<file path="src/rtl/seq_stream_detector_ctrl_if.sv">
// Word/result handshake bundle for seq_stream_detector_ctrl.
// master: word producer and result consumer. slave: the controller.
interface seq_stream_detector_ctrl_if #(
    parameter int WORD_W = 16,
    parameter int CNT_W  = 5
) ();
    logic              in_valid;
    logic              in_ready;
    logic [WORD_W-1:0] in_data;
    logic              out_valid;
    logic              out_ready;
    logic [CNT_W-1:0]  out_count;

    modport master (
        output in_valid, in_data, out_ready,
        input  in_ready, out_valid, out_count
    );

    modport slave (
        input  in_valid, in_data, out_ready,
        output in_ready, out_valid, out_count
    );
endinterface

</file>
<file path="src/rtl/seq_stream_detector_ctrl.sv">
// Word-to-bit serializer feeding an overlapping sequence detector with a
// runtime-programmable pattern. The match count per word is returned over
// a valid/ready result handshake.
// Optional macro SEQ_CARRY_EN: history carries across words, so matches may
// span word boundaries (credited to the word holding their final bit).
module seq_stream_detector_ctrl #(
    parameter int               WORD_W  = 16,
    parameter int               PAT_W   = 4,
    parameter int               CNT_W   = 5,
    parameter logic [PAT_W-1:0] DEF_PAT = 4'b1011
) (
    input  logic                       clk,
    input  logic                       reset,
    seq_stream_detector_ctrl_if.slave  bus,
    input  logic                       cfg_we,
    input  logic [PAT_W-1:0]           cfg_pattern,
    output logic                       serial_bit,
    output logic                       match_pulse,
    output logic                       busy
);
    localparam int IDX_W = (WORD_W > 1) ? $clog2(WORD_W) : 1;

    localparam logic [1:0] ST_IDLE   = 2'd0;
    localparam logic [1:0] ST_SHIFT  = 2'd1;
    localparam logic [1:0] ST_REPORT = 2'd2;

    logic [1:0]        state;
    logic [PAT_W-1:0]  pattern;
    logic [PAT_W-1:0]  hist;
    logic [PAT_W-1:0]  hist_next;
    logic [IDX_W-1:0]  bit_idx;
    logic [WORD_W-1:0] shreg;
    logic [CNT_W-1:0]  count;
    logic              qualified;
    logic              match;
    logic              last_bit;
`ifdef SEQ_CARRY_EN
    logic              first_word;
`endif

    // Next history value and match decision for the bit being consumed.
    always_comb begin
        hist_next = {hist[PAT_W-2:0], shreg[WORD_W-1]};
        last_bit  = (bit_idx == IDX_W'(WORD_W - 1));
`ifdef SEQ_CARRY_EN
        // Only the first word after reset can start with a partial history.
        qualified = !first_word || (bit_idx >= IDX_W'(PAT_W - 1));
`else
        qualified = (bit_idx >= IDX_W'(PAT_W - 1));
`endif
        match     = (state == ST_SHIFT) && qualified && (hist_next == pattern);
    end

    // Controller state, serializer, history and match counter.
    always_ff @(posedge clk or posedge reset) begin
        if (reset) begin
            state       <= ST_IDLE;
            pattern     <= DEF_PAT;
            hist        <= '0;
            bit_idx     <= '0;
            shreg       <= '0;
            count       <= '0;
            serial_bit  <= 1'b0;
            match_pulse <= 1'b0;
`ifdef SEQ_CARRY_EN
            first_word  <= 1'b1;
`endif
        end else begin
            case (state)
                ST_IDLE: begin
                    match_pulse <= 1'b0;
                    if (cfg_we) begin
                        pattern <= cfg_pattern;
                    end
                    if (bus.in_valid) begin
                        shreg   <= bus.in_data;
                        count   <= '0;
                        bit_idx <= '0;
`ifndef SEQ_CARRY_EN
                        hist    <= '0;
`endif
                        state   <= ST_SHIFT;
                    end
                end
                ST_SHIFT: begin
                    shreg       <= shreg << 1;
                    hist        <= hist_next;
                    serial_bit  <= shreg[WORD_W-1];
                    bit_idx     <= bit_idx + IDX_W'(1);
                    match_pulse <= match;
                    if (match) begin
                        count <= count + CNT_W'(1);
                    end
                    if (last_bit) begin
                        state <= ST_REPORT;
`ifdef SEQ_CARRY_EN
                        first_word <= 1'b0;
`endif
                    end
                end
                ST_REPORT: begin
                    match_pulse <= 1'b0;
                    if (bus.out_ready) begin
                        state <= ST_IDLE;
                    end
                end
                default: state <= ST_IDLE;
            endcase
        end
    end

    // Handshake and status outputs decoded from state.
    always_comb begin
        bus.in_ready  = (state == ST_IDLE);
        bus.out_valid = (state == ST_REPORT);
        bus.out_count = count;
        busy          = (state != ST_IDLE);
    end
endmodule
</file>
<file path="src/flat_wrapper.sv">
// flat-port wrapper written by rule: the top's interface ports become plain ports
module seq_stream_detector_ctrl_flat 
#(
    parameter int               WORD_W  = 16,
    parameter int               PAT_W   = 4,
    parameter int               CNT_W   = 5,
    parameter logic [PAT_W-1:0] DEF_PAT = 4'b1011
)
  (clk, reset, cfg_we, cfg_pattern, serial_bit, match_pulse, busy, bus_in_valid, bus_in_data, bus_out_ready, bus_in_ready, bus_out_valid, bus_out_count);
  seq_stream_detector_ctrl_if #(.WORD_W(WORD_W), .CNT_W(CNT_W)) bus_i ();
  input  logic clk;
  input  logic reset;
  input  logic cfg_we;
  input  logic [PAT_W-1:0] cfg_pattern;
  output logic serial_bit;
  output logic match_pulse;
  output logic busy;
  input wire logic [$bits(bus_i.in_valid)-1:0] bus_in_valid;
  input wire logic [$bits(bus_i.in_data)-1:0] bus_in_data;
  input wire logic [$bits(bus_i.out_ready)-1:0] bus_out_ready;
  output wire logic [$bits(bus_i.in_ready)-1:0] bus_in_ready;
  output wire logic [$bits(bus_i.out_valid)-1:0] bus_out_valid;
  output wire logic [$bits(bus_i.out_count)-1:0] bus_out_count;
  assign bus_i.in_valid = bus_in_valid;
  assign bus_i.in_data = bus_in_data;
  assign bus_i.out_ready = bus_out_ready;
  assign bus_in_ready = bus_i.in_ready;
  assign bus_out_valid = bus_i.out_valid;
  assign bus_out_count = bus_i.out_count;
  seq_stream_detector_ctrl #(.WORD_W(WORD_W), .PAT_W(PAT_W), .CNT_W(CNT_W), .DEF_PAT(DEF_PAT)) u_core (.clk(clk), .reset(reset), .bus(bus_i), .cfg_we(cfg_we), .cfg_pattern(cfg_pattern), .serial_bit(serial_bit), .match_pulse(match_pulse), .busy(busy));
endmodule
</file>
<file path="config.mk">
export PLATFORM = sky130hd
export DESIGN_NAME = seq_stream_detector_ctrl_flat
export DESIGN_NICKNAME = d
export VERILOG_FILES = /design/src/rtl/seq_stream_detector_ctrl_if.sv /design/src/rtl/seq_stream_detector_ctrl.sv /design/src/flat_wrapper.sv
export SDC_FILE = /design/constraint.sdc
export NUM_CORES = 1
export LEC_CHECK = 0
export ABC_AREA = 0
export BUFFER_PORTS_ARGS = -buffer_cell sky130_fd_sc_hd__buf_2
export CORE_MARGIN = 3
export CORE_UTILIZATION = 48
export CTS_CLUSTER_DIAMETER = 40
export DETAILED_ROUTE_END_ITERATION = 8
export GPL_TIMING_DRIVEN = 0
export PLACE_DENSITY = 0.74
export SLEW_MARGIN = 20
export SYNTH_ARGS = -nofsm -noshare
export SYNTH_HDL_FRONTEND = slang
export SYNTH_SLANG_ARGS = --single-unit
export TNS_END_PERCENT = 50
</file>
<file path="constraint.sdc">
create_clock -name clk -period 1.65 [get_ports clk]
set_clock_uncertainty 0.05 [all_clocks]
set_input_delay 0.165 -clock clk [delete_from_list [all_inputs] [get_ports clk]]
set_output_delay 0.165 -clock clk [all_outputs]
set_load 0.1 [all_outputs]
</file>
### Word-level counts from Yosys, hierarchy flattened

Cells that the tools add are included.

* add/subtract/negate cells: 2
* order comparisons: 1
* eq/ne operators: 8
* mux-type cells: 13
* reduce and logical (&&, ||, !) cells: 11

Operator list (count)
* case mux 16 bit (2 select lines): 1
* two-way mux 16 bit: 1
* two-way mux 5 bit: 2
* case mux 5 bit (2 select lines): 1
* case mux 4 bit (2 select lines): 1
* two-way mux 2 bit: 3
* case mux 2 bit (3 select lines): 1
* case mux 3 bit (2 select lines): 1
* AND reduction 3 bit: 2
* nonzero test 2 bit: 3
* adder 5 x 1 -> 5 bit, second input constant: 1
* adder 4 x 1 -> 4 bit, second input constant: 1
* equality test 4 bit: 1
* equality test 4 bit, second input constant: 1
* greater-or-equal comparator 4 x 2 -> 1 bit, second input constant: 1
* two-way mux 4 bit: 1
* != test 2 x 1 -> 1 bit, second input constant: 2
* != test 2 bit, second input constant: 2
* AND reduction 2 bit: 2
* equality test 2 x 1 -> 1 bit, second input constant: 1
* equality test 2 bit, second input constant: 1
* logical AND 1 bit: 2
* logical NOT 2 bit: 1
* case mux 1 bit (2 select lines): 1
* OR reduction 2 bit: 1

* register bits after elaboration: 36
* bits of input ports: 25
* output and inout port bits: 10

### Depth between registers and ports, before layout

Gate-level depths: netlist (run 1).

* depth after elaboration: 5
* mapped depth: 6

### Least setup slack after synthesis (run 1)

No wires, ideal clock.

* path kind: reg2out
* from: register u_core.state[0]
* to: output port busy
* data arrival time: 2723 ps
* data required time: 1435 ps
* setup slack: -1288 ps
* stages on the path, launching flop included: 3
* buffers on the path: 0
* cells stage by stage: dfrtp_1 nor2_1 inv_1

* longest elaborated chain between the ends: 1

RTL lines
* start: declaration: line seq_stream_detector_ctrl.sv:27 `logic [1:0] state;`
* start signal: assignment: line seq_stream_detector_ctrl.sv:57 `state <= ST_IDLE;`
* start signal: assignment: line seq_stream_detector_ctrl.sv:82 `state <= ST_SHIFT;`
* start signal: assignment: line seq_stream_detector_ctrl.sv:95 `state <= ST_REPORT;`
* nonzero test 2 bit: line seq_stream_detector_ctrl.sv:117 `busy = (state != ST_IDLE);`
* end: declaration: line flat_wrapper.sv:17 `output logic busy;`

Every way passes these cells.

### Worst setup path in the final report (run 1)

* from: register u_core.pattern[3]
* to: register u_core.count[2] (netlist: u_core.bus.out_count[2])

* longest elaborated chain between the ends: 4

RTL lines
* start: declaration: line seq_stream_detector_ctrl.sv:28 `logic [PAT_W-1:0] pattern;`
* start signal: assignment: line seq_stream_detector_ctrl.sv:73 `pattern <= cfg_pattern;`
* equality test 4 bit: line seq_stream_detector_ctrl.sv:51 `match = (state == ST_SHIFT) && qualified && (hist_next == pattern);`
* logical AND 1 bit: line seq_stream_detector_ctrl.sv:51
* != test 2 x 1 -> 1 bit (no source line)
* AND reduction 3 bit (no source line)
* end signal: assignment: line seq_stream_detector_ctrl.sv:92 `count <= count + CNT_W'(1);`
* end: declaration: line seq_stream_detector_ctrl.sv:33 `logic [CNT_W-1:0] count;`

Every way passes these cells.
A chain may end at the register's enable or synchronous reset.

==> metrics.txt, run 1 <==
Syn-to-layout area delta=22.04%; Congestion Overflow GR=0; number of library cell types mapped by synthesis=30; number of flops mapped to enable cells by yosys=0; Async S/R FF share, synth=100.0%; share of the clock period used by the worst path after layout=98.51%; total chip power=3.889 mW; Hold EP=u_core.pattern[1]; average routed wire per standard cell=14.39 um; synthesized instance count=153; clock slew seen by the registers of the worst setup and hold paths=110 ps; max-slew violation total from the final report=0; final net count=226; number of vias per cell=5.201; Port Buf Inserts=34; combined flip-flop and latch cell area=909.6 sq um; slack of the worst reg-to-reg path=20 ps; Setup TNS=0 ps; wire length reported by the detailed router=3510 um; layout cells sized above 1=34.00%; cell chain of the critical path=xor2_1 -> nor4_4 -> a21oi_2 -> a221o_1; count of endpoints failing hold in the final timing report=0; final critical delay including setup and external delays=1625 ps; die extent in y=65.17 um; Worst Path Class, Setup=flip-flop to flip-flop; Boundary Pins=35; clock tree buffer depth=2; max-capacitance violation count=0; Final Wtd Congestion=0.8178; worst flop-to-flop path startpoint=u_core.pattern[3]; worst min path class=primary input to flip-flop; Hold Crit Depth=2; vias in the first global route=1300; worst-margin pin slew=739.7 ps; critical path data required time=1830 ps; Max IR drop VDD=766.5 uV; Mapped Area=1680 sq um; maximum achievable frequency=615.2 MHz; largest net degree at the start of global routing=37; number of flip-flops and latches in the synthesized netlist=36; core region area=3203 sq um; delay of the slowest critical-path stage=550 ps; setup violation total in the final timing report=0; number of search-and-repair iterations in the first detailed-routing pass=4; number of warnings issued by yosys=0; data arrival time at the worst-slack endpoint=1810 ps; overall via count from detail_route=1269; Worst path slowest cell=sky130_fd_sc_hd__dfstp_2; most frequent standard cell in the layout excluding fill and tap cells=sky130_fd_sc_hd__buf_2; status=complete, no violations; Finished Core Util=64.02%; clock tree from TritonCTS=done; worst slack on hold paths=4.257 ps; portion of the post-synthesis area used by sequential elements=53.83%; Clock Sink Count=36; clock latency at the later pin of the worst-skew pair=340 ps; number of filler cells placed in the layout=277; net count after synthesis=180; unrepaired setup endpoints after global routing=true; Die W=65.17 um; estimated wirelength of the detail-placed design=2532 um; hold path startpoint=cfg_pattern[1]; largest fanout of any net on the critical path=4; iteration-0 DRC count of the detailed router=52; headroom to the max-slew limit=50.61%; crit end category=flip-flop; startpoint kind of the worst setup timing path=flip-flop; most frequent cells in the layout=sky130_fd_sc_hd__buf_2, sky130_fd_sc_hd__dfrtp_1, sky130_fd_sc_hd__nand2_1, sky130_fd_sc_hd__o21ai_0, sky130_fd_sc_hd__mux2i_1; antenna cells=0; library cell used as clock root buffer=sky130_fd_sc_hd__clkbuf_4; starting utilization of the core area=52.46%; # DRC=0; # rows=20; R2R depth=4; combined area of the multi-input logic cells=752.0 sq um; top_reg_cell synth=sky130_fd_sc_hd__dfrtp_1; number of antenna violations at the first check in global routing=0; Die Footprint=4246 sq um; number of buffers created by CTS=5; level count of the clock H-tree=2; total routing resource utilization after global routing=19.02%; Reg-to-Reg End=u_core.bus.out_count[2]; Synth Area per Inst=10.98 sq um; number of nets with antenna violations after detailed routing=0; global-route wire length before repair=6030 um; leakage power total=0.9435 nW; Power per Cell Area=1896 nW/um^2
## where the power goes
group          switching [mW]  internal, mW  total [mW]
registers               0.285          1.29        1.57
logic                    1.17         0.645        1.82
clock network           0.286         0.210       0.497
## cell usage after synthesis (2+ instances only)
cell                       instances  share of area [%]
sky130_fd_sc_hd__buf_4             2               0.89
sky130_fd_sc_hd__nor2b_1           2               0.74
sky130_fd_sc_hd__xor2_1            4                2.1
sky130_fd_sc_hd__nand2_1          27                6.0
sky130_fd_sc_hd__a22o_1            5                2.6
sky130_fd_sc_hd__dfstp_2           3                4.7
sky130_fd_sc_hd__inv_1             2               0.45
sky130_fd_sc_hd__mux2i_1          16                9.5
sky130_fd_sc_hd__and3_1            2               0.74
sky130_fd_sc_hd__nand2b_1          2               0.74
sky130_fd_sc_hd__ha_1              2                1.5
sky130_fd_sc_hd__nand3_1           5                1.5
sky130_fd_sc_hd__mux2_2            5                3.4
sky130_fd_sc_hd__nor2_1            5                1.1
sky130_fd_sc_hd__a221o_1           3                1.8
sky130_fd_sc_hd__clkbuf_1          3               0.67
sky130_fd_sc_hd__dfrtp_1          33                 49
sky130_fd_sc_hd__o21ai_0          20                6.0
## logic make-up after synthesis
logic type / Yosys count / share of synthesized area [%]
flip-flops: 36 / 53.83
buffers and inverters: 9 / 2.978
AO/OA/AOI/OAI: 30 / 11.54
multiplexers: 21 / 12.88
adder cells (fa/ha/maj): 2 / 1.489
XOR/XNOR: 4 / 2.085
AND/OR/NAND/NOR: 51 / 15.19
## flip-flops by register name, indices dropped and copies added (netlist names)
name / count
u_core.bit_idx: 4
u_core.state: 2
u_core.bus.out_count: 5
u_core.hist: 3
u_core.serial_bit: 1
u_core.match_pulse: 1
u_core.shreg: 16
u_core.pattern: 4
## cell type report
cell class / count / area share, %
Multi-Input combinational cell: 108 / 36.67
Tap cell: 44 / 2.685
Buffer: 7 / 2.196
Sequential cell: 36 / 44.36
Timing Repair Buffer: 39 / 10.86
Clock buffer: 8 / 2.868
Inverter: 2 / 0.3661
## worst max path at each step
| stage | startpoint | to | cells past startpoint |
|---|---|---|---|
| detailed placement | u_core.bit_idx[0] | u_core.bus.out_count[2] | 5 |
| CTS | u_core.bit_idx[1] | u_core.bus.out_count[2] | 5 |
| global placement | u_core.bit_idx[0] | u_core.bus.out_count[4] | 5 |
| finish | u_core.pattern[3] | u_core.bus.out_count[2] | 4 |
| global route | u_core.pattern[3] | u_core.bus.out_count[3] | 4 |
| floorplan | u_core.state[0] | busy | 2 |
## metrics by stage
stage                     instance area, sq um  instances  setup slack (ps)
after floorplan                           1695        153            -127.9
after global placement                    1921        231            -71.60
after detailed placement                  1921        231            -131.3
after CTS                                 2011        241             29.29
after global routing                      2051        244            -30.67
final                                     2051        244             24.58
## critical path: cells and delay by family (launching register included)
kind / cells / cell delay (ps)
DFF: 1 / 550
and+or+nand+nor: 1 / 350
xor gates and xnor gates: 1 / 100
AOI/OAI and AO/OA: 2 / 470
## per-layer routing
layer	GRT usage, %	vias to the layer above	share of wire [%]
met3	5.983	7	5.2
li1	-	624	-
met2	32.24	32	50
met1	23.28	606	43
met4	5.440	0	1.7
met5	0	-	0
## repair_timing
action                                 4_1_cts  5_1_grt
setup endpoints to repair                    6       20
pin swaps                                    1        2
setup buffers                                1        0
endpoints found under the hold margin       33        3
hold buffers                                 1        3
resized for setup                            4        5
Power figures use the tool's default switching activity.
==> run 2: changes to the inputs <==
PLACE_DENSITY = 0.73   (was 0.74)
==> run 2 against run 1 <==
Core utilization increased by 1.1 points; critical endpoint unchanged; worst hold slack better by 37 ps; final cell count up 0.82%; largest cell class unchanged; wire length grew 3.8%; combinational power barely moved; die area stayed put; sequential cell count stayed put; sequential share of layout area fell by 0.77 points; total power rose by 1.5%.
==> metrics.txt, run 2 (synthesized netlist as in run 1, its figures left out) <==
slack of the worst reg-to-reg path=40 ps (about the same); start point of the critical path=u_core.pattern[3]; total chip power=3.949 mW (+1.5%); data arrival time at the worst-slack endpoint=1800 ps (about the same); clock tree buffer depth=2 (unchanged); Finished Core Util=65.16% (+1.1 points); starting utilization of the core area=52.46% (unchanged); worst-margin pin slew=731.9 ps (-7.796 ps); sequential power share=40.8% (+0.4 points); Clock Sink Count=36 (unchanged); number of filler cells placed in the layout=292 (+5.4%); # DRC=0 (unchanged); clock slew seen by the registers of the worst setup and hold paths=110 ps (about the same); Clock Power Share=12.6% (-0.2 points); Reg-to-Reg End=u_core.bus.out_count[2]; wire length reported by the detailed router=3645 um (+3.8%); status=complete, no violations; part of the power in combinational logic=46.6% (-0.2 points); antenna cells=0 (unchanged); share of the clock period used by the worst path after layout=97.87% (-0.64 points); number of buffers created by CTS=5 (unchanged); headroom to the max-slew limit=51.13% (+0.52 points); crit end category=flip-flop; Largest register FFs=16 (unchanged); Die W=65.17 um (unchanged); layout cells sized above 1=34.16% (+0.16 points); largest delay contributor family on the critical path=flip-flops; global-route wire length before repair=6272 um (+4.0%); library cell used as clock root buffer=sky130_fd_sc_hd__clkbuf_4; final net count=228 (+0.88%); leakage power total=0.9533 nW (+1.0%); number of search-and-repair iterations in the first detailed-routing pass=4 (unchanged); average routed wire per standard cell=14.82 um (+3.0%); core region area=3203 sq um (unchanged); most frequent standard cell in the layout excluding fill and tap cells=sky130_fd_sc_hd__buf_2; die extent in y=65.17 um (unchanged); Die Footprint=4246 sq um (unchanged); total routing resource utilization after global routing=19.01% (about the same); unrepaired setup endpoints after global routing=true; Worst Path Class, Setup=flip-flop to flip-flop; most frequent cells in the layout=sky130_fd_sc_hd__buf_2, sky130_fd_sc_hd__dfrtp_1, sky130_fd_sc_hd__nand2_1, sky130_fd_sc_hd__o21ai_0, sky130_fd_sc_hd__mux2i_1; worst flop-to-flop path startpoint=u_core.pattern[3]; max-capacitance violation count=0 (unchanged); Syn-to-layout area delta=24.20%; iteration-0 DRC count of the detailed router=83 (+60%); worst slack on hold paths=41.43 ps (+37.17 ps); max-slew violation total from the final report=0 (unchanged); Power per Cell Area=1892 nW/um^2 (-0.22%); vias in the first global route=1378 (+6.0%); count of endpoints failing hold in the final timing report=0 (unchanged); largest net degree at the start of global routing=37 (unchanged); Boundary Pins=35 (unchanged); number of vias per cell=5.374 (+3.3%); delay of the slowest critical-path stage=570 ps (+20 ps); Final Wtd Congestion=0.7191 (-12%); Max IR drop VDD=1190 uV (+55%); final critical delay including setup and external delays=1615 ps (-10.56 ps); R2R depth=4 (unchanged); worst min path class=primary input to flip-flop; setup violation total in the final timing report=0 (unchanged); clock latency at the later pin of the worst-skew pair=340 ps (about the same); cell chain of the critical path=xor2_1 -> nor4_4 -> and2_2 -> a221o_1; Switching Share=45.21% (+0.29 points); Worst path slowest cell=sky130_fd_sc_hd__dfstp_2; estimated wirelength of the detail-placed design=2621 um (+3.5%); Int Power=2.164 mW (+1.0%); level count of the clock H-tree=2 (unchanged); Bufs and invs on worst path=0 (unchanged); number of antenna violations at the first check in global routing=0 (unchanged); startpoint kind of the worst setup timing path=flip-flop; critical path data required time=1840 ps (about the same); CP Capture Point=u_core.bus.out_count[2]; number of nets with antenna violations after detailed routing=0 (unchanged); maximum achievable frequency=619.3 MHz (+0.65%); largest fanout of any net on the critical path=4 (unchanged); # rows=20 (unchanged); Congestion Overflow GR=0 (unchanged); Reg with most FFs=u_core.shreg; total number of cells along the worst setup path=4 (unchanged); Port Buf Inserts=34 (unchanged); overall via count from detail_route=1322 (+4.2%); reported net switching power=1.785 mW (+2.2%); clock tree from TritonCTS=done
run 2: cell types whose count changed in the layout (fill, tap and decap cells not counted):
| cell | change |
|---|---|
| sky130_fd_sc_hd__clkbuf_1 | -1 |
| sky130_fd_sc_hd__ha_2 | -1 |
| sky130_fd_sc_hd__buf_2 | -1 |
| sky130_fd_sc_hd__clkinvlp_4 | +1 |
| sky130_fd_sc_hd__buf_4 | -1 |
| sky130_fd_sc_hd__ha_4 | +1 |
| sky130_fd_sc_hd__clkbuf_4 | +2 |
| sky130_fd_sc_hd__dlygate4sd3_1 | +2 |
run 2: what timing repair did:
action / CTS / global route
buffers inserted: 0 / 1
endpoints found under the hold margin: 36 / 2
pin swaps: 1 / 1
hold buffers: 4 / 2
gates cloned: 0 / 0
endpoints found under the setup margin: 6 / 19
resized for setup: 4 / 6
run 2: tightest hold or removal path, cell delays in order:
cell and delay [ps]:
sky130_fd_sc_hd__buf_2 70, sky130_fd_sc_hd__nand2b_1 90, sky130_fd_sc_hd__o21ai_0 70
run 2: power groups by stage:
stage          logic, mW  registers [mW]  clock network, mW
2_1_floorplan       1.06            1.92                  0
3_3_place_gp        1.70            1.56                  0
3_5_place_dp        1.76            1.60                  0
4_1_cts             1.79            1.59              0.504
5_1_grt             2.01            1.67              0.546
6_report            1.84            1.61              0.498
run 2: through the flow:
step	instances	TNS, ps	setup WS [ps]	cell area (sq um)
after global routing	246	-55.48	-23.47	2087
after global placement	231	-232.4	-75.24	1921
after floorplan	153	-903.7	-127.9	1695
after CTS	243	0	1.787	2036
final	246	0	35.15	2087
after detailed placement	231	-346.5	-108.0	1921
run 2: final cells by class:
cell class | count | area (sq um) | share of cell area [%]
Tap cell | 44 | 55.05 | 2.638
Clock inverter | 1 | 7.507 | 0.3597
Buffer | 7 | 47.55 | 2.278
Inverter | 2 | 7.507 | 0.3597
Multi-Input combinational cell | 108 | 762.0 | 36.51
Sequential cell | 36 | 909.6 | 43.59
Clock buffer | 7 | 55.05 | 2.638
Timing Repair Buffer | 41 | 242.7 | 11.63
run 2: how the worst min path moves through the flow:
stage                              start                 endpoint  slack [ps]  cells past startpoint
after floorplan           bus_in_data[0]          u_core.shreg[0]         250                      1
after global placement    cfg_pattern[2]        u_core.pattern[2]         350                      2
after detailed placement           reset  u_core.bus.out_count[3]         280                      2
after CTS                 cfg_pattern[0]        u_core.pattern[0]           4                      2
after global routing      bus_in_data[4]          u_core.shreg[4]          60                      3
final                      bus_out_ready          u_core.state[1]          40                      3
run 2: routing by layer:
metal,part of all wire (%),global-route usage (%),vias up
met2,50,30.85,27
met1,43,24.49,656
li1,-,-,630
met3,4.1,4.615,9
met5,0,0,-
met4,2.0,7.513,0
==> run 3: changes to the inputs <==
BUFFER_PORTS_ARGS = unset   (was -buffer_cell sky130_fd_sc_hd__buf_2)
CORE_UTILIZATION = 50   (was 48)
DONT_BUFFER_PORTS = 1   (was unset)
HOLD_SLACK_MARGIN = 0.06   (was unset)
PLACE_DENSITY = 0.67   (was 0.73)
==> run 3 against run 2 <==
The run now ends with negative setup slack left; maximum frequency shrank 25%; wire length shrank 5.1%; die area shrank 3.6%; first-iteration DRC count shrank 35%; combinational power shrank 24%; non-clock buffer count shrank 15; core utilization grew 2.3 points; via count shrank 7.0%; clock power is essentially flat; worst hold slack gained 27 ps; worst setup slack lost 520 ps; largest cell class unchanged.
==> metrics.txt, run 3 (synthesized netlist as in run 1, its figures left out) <==
layout cells sized above 1=21.39% (-13 points); setup violation total in the final timing report=9 (+9); Final Wtd Congestion=0.7749 (+7.8%); core region area=3128 sq um (-2.3%); vias in the first global route=1288 (-6.5%); level count of the clock H-tree=2 (unchanged); final critical delay including setup and external delays=2139 ps (+524.0 ps); largest net degree at the start of global routing=37 (unchanged); clock slew seen by the registers of the worst setup and hold paths=100 ps (about the same); critical path data required time=1430 ps (-410 ps); slack of the worst reg-to-reg path=-150 ps (-190 ps); Worst Path Class, Setup=flip-flop to output pin; Hold Crit Depth=2 (-1); worst flop-to-flop path startpoint=u_core.state[0]; die extent in y=63.97 um (-1.8%); most frequent cells in the layout=sky130_fd_sc_hd__nand2_1, sky130_fd_sc_hd__dfrtp_1, sky130_fd_sc_hd__dlygate4sd3_1, sky130_fd_sc_hd__o21ai_0, sky130_fd_sc_hd__mux2i_1; share of the clock period used by the worst path after layout=129.6% (+32 points); wire length reported by the detailed router=3459 um (-5.1%); largest fanout of any net on the critical path=5 (+1); cell chain of the critical path=nor2_4 -> inv_1; Worst path slowest cell=sky130_fd_sc_hd__inv_1; delay of the slowest critical-path stage=600 ps (+30 ps); violations in the final reports=negative setup slack; starting utilization of the core area=53.72% (+1.3 points); max-capacitance violation count=0 (unchanged); count of endpoints failing hold in the final timing report=0 (unchanged); estimated wirelength of the detail-placed design=2301 um (-12%); total routing resource utilization after global routing=19.01% (about the same); number of search-and-repair iterations in the first detailed-routing pass=4 (unchanged); R2R depth=4 (unchanged); clock tree from TritonCTS=done; max-slew violation total from the final report=0 (unchanged); number of vias per cell=5.325 (-0.92%); Boundary Pins=35 (unchanged); headroom to the max-slew limit=37.02% (-14 points); number of cells in the design after placement=197 (-15%); Reg with most FFs=u_core.shreg; Reg-to-Reg End=u_core.bus.out_count[4]; crit end category=output pin; Die W=63.97 um (-1.8%); startpoint kind of the worst setup timing path=flip-flop; library cell used as clock root buffer=sky130_fd_sc_hd__clkbuf_4; final net count=213 (-6.6%); average routed wire per standard cell=14.97 um (+1.1%); antenna cells=0 (unchanged); CP Capture Point=busy; # DRC=0 (unchanged); worst-margin pin slew=944.6 ps (+212.7 ps); Syn-to-layout area delta=25.61%; worst min path class=primary input to flip-flop; # rows=20 (unchanged); Power per Cell Area=1832 nW/um^2 (-3.2%); data arrival time at the worst-slack endpoint=1920 ps (+120 ps); leakage power total=0.9160 nW (-3.9%); PnR worst setup slack=-488.9 ps (-524.0 ps); unrepaired setup endpoints after global routing=true; status=finished with violations; Port Buf Inserts=0 (-100%); number of buffers created by CTS=5 (unchanged); Congestion Overflow GR=0 (unchanged); Max IR drop VDD=1039 uV (-13%); start point of the critical path=u_core.state[0]; Largest register FFs=16 (unchanged); clock tree buffer depth=2 (unchanged); overall via count from detail_route=1230 (-7.0%); Die Footprint=4092 sq um (-3.6%); Finished Core Util=67.48% (+2.3 points); maximum achievable frequency=467.5 MHz (-25%); iteration-0 DRC count of the detailed router=54 (-35%); global-route wire length before repair=5865 um (-6.5%); Post-Place Setup Slack=-202.1 ps (-94.13 ps); number of antenna violations at the first check in global routing=0 (unchanged); Clock Sink Count=36 (unchanged); number of nets with antenna violations after detailed routing=0 (unchanged); clock latency at the later pin of the worst-skew pair=340 ps (about the same); final instance count without filler cells=231 (-6.1%)
==> run 3: changes by cell type in the layout (fill, tap and decap cells not counted), moves of 2 or more <==
cell / delta
sky130_fd_sc_hd__mux2_2: -5
sky130_fd_sc_hd__dlygate4sd3_1: +17
sky130_fd_sc_hd__clkbuf_4: -2
sky130_fd_sc_hd__dfrtp_1: -2
sky130_fd_sc_hd__mux2_4: +5
sky130_fd_sc_hd__buf_2: -31
sky130_fd_sc_hd__dfrtp_2: +2
==> run 3: repair_timing <==
item / in CTS / in global routing
pin swaps: 1 / 0
gates resized for setup: 11 / 6
cloned: 0 / 0
setup buffers: 3 / 0
endpoints found under the hold margin: 57 / 0
hold buffers: 23 / 0
setup endpoints to repair: 10 / 23
==> run 3: layer usage <==
metal / routed length, um / vias to the layer above / GRT usage [%]
met5: 0 / - / 0
met4: 42 / 0 / 6.199
met3: 233 / 5 / 8.260
met2: 1673 / 37 / 30.19
met1: 1509 / 589 / 23.13
li1: - / 599 / -
==> run 3: per-stage QoR <==
step	power, mW	setup TNS, ps	area (sq um)	hold slack [ps]
floorplan	2.977	-903.7	1695	247.6
detailed placement	3.235	-1583	1750	171.3
finish	3.866	-1340	2111	68.20
global placement	3.176	-1468	1750	258.3
CTS	3.841	-1457	2087	112.4
global route	4.156	-1923	2111	75.08
==> run 3: worst max-delay path, delay by kind of cell, from the launching register on <==
family,cells,cell delay [ps]
DFF,1,430
buffers and inverters,1,600
and+or+nand+nor,1,550
==> run 3: worst min-delay path by stage <==
stage | from | to | slack, ps
2_1_floorplan | bus_in_data[0] | u_core.shreg[0] | 250
3_3_place_gp | bus_in_data[0] | u_core.shreg[0] | 260
3_5_place_dp | reset | u_core.serial_bit | 170
4_1_cts | bus_in_valid | u_core.shreg[3] | 110
5_1_grt | bus_in_valid | u_core.shreg[3] | 80
6_report | bus_in_valid | u_core.shreg[3] | 70
==> run 3: where the power goes <==
part | total, mW | switching, mW | leakage, nW | internal, mW
sequential | 1.97 | 0.694 | 0.429 | 1.28
combinational | 1.40 | 0.750 | 0.454 | 0.648
clock | 0.495 | 0.285 | 0.0326 | 0.210
==> run 3: final cells by class <==
class / count / area, sq um
fillers: 257 / 1017
flip-flops and latches: 36 / 912.1
multi-input cells: 108 / 774.5
repair buffers: 26 / 252.7
clock buffers: 8 / 58.81
well taps: 44 / 55.05
plain buffers: 7 / 50.05
inverters: 2 / 7.507
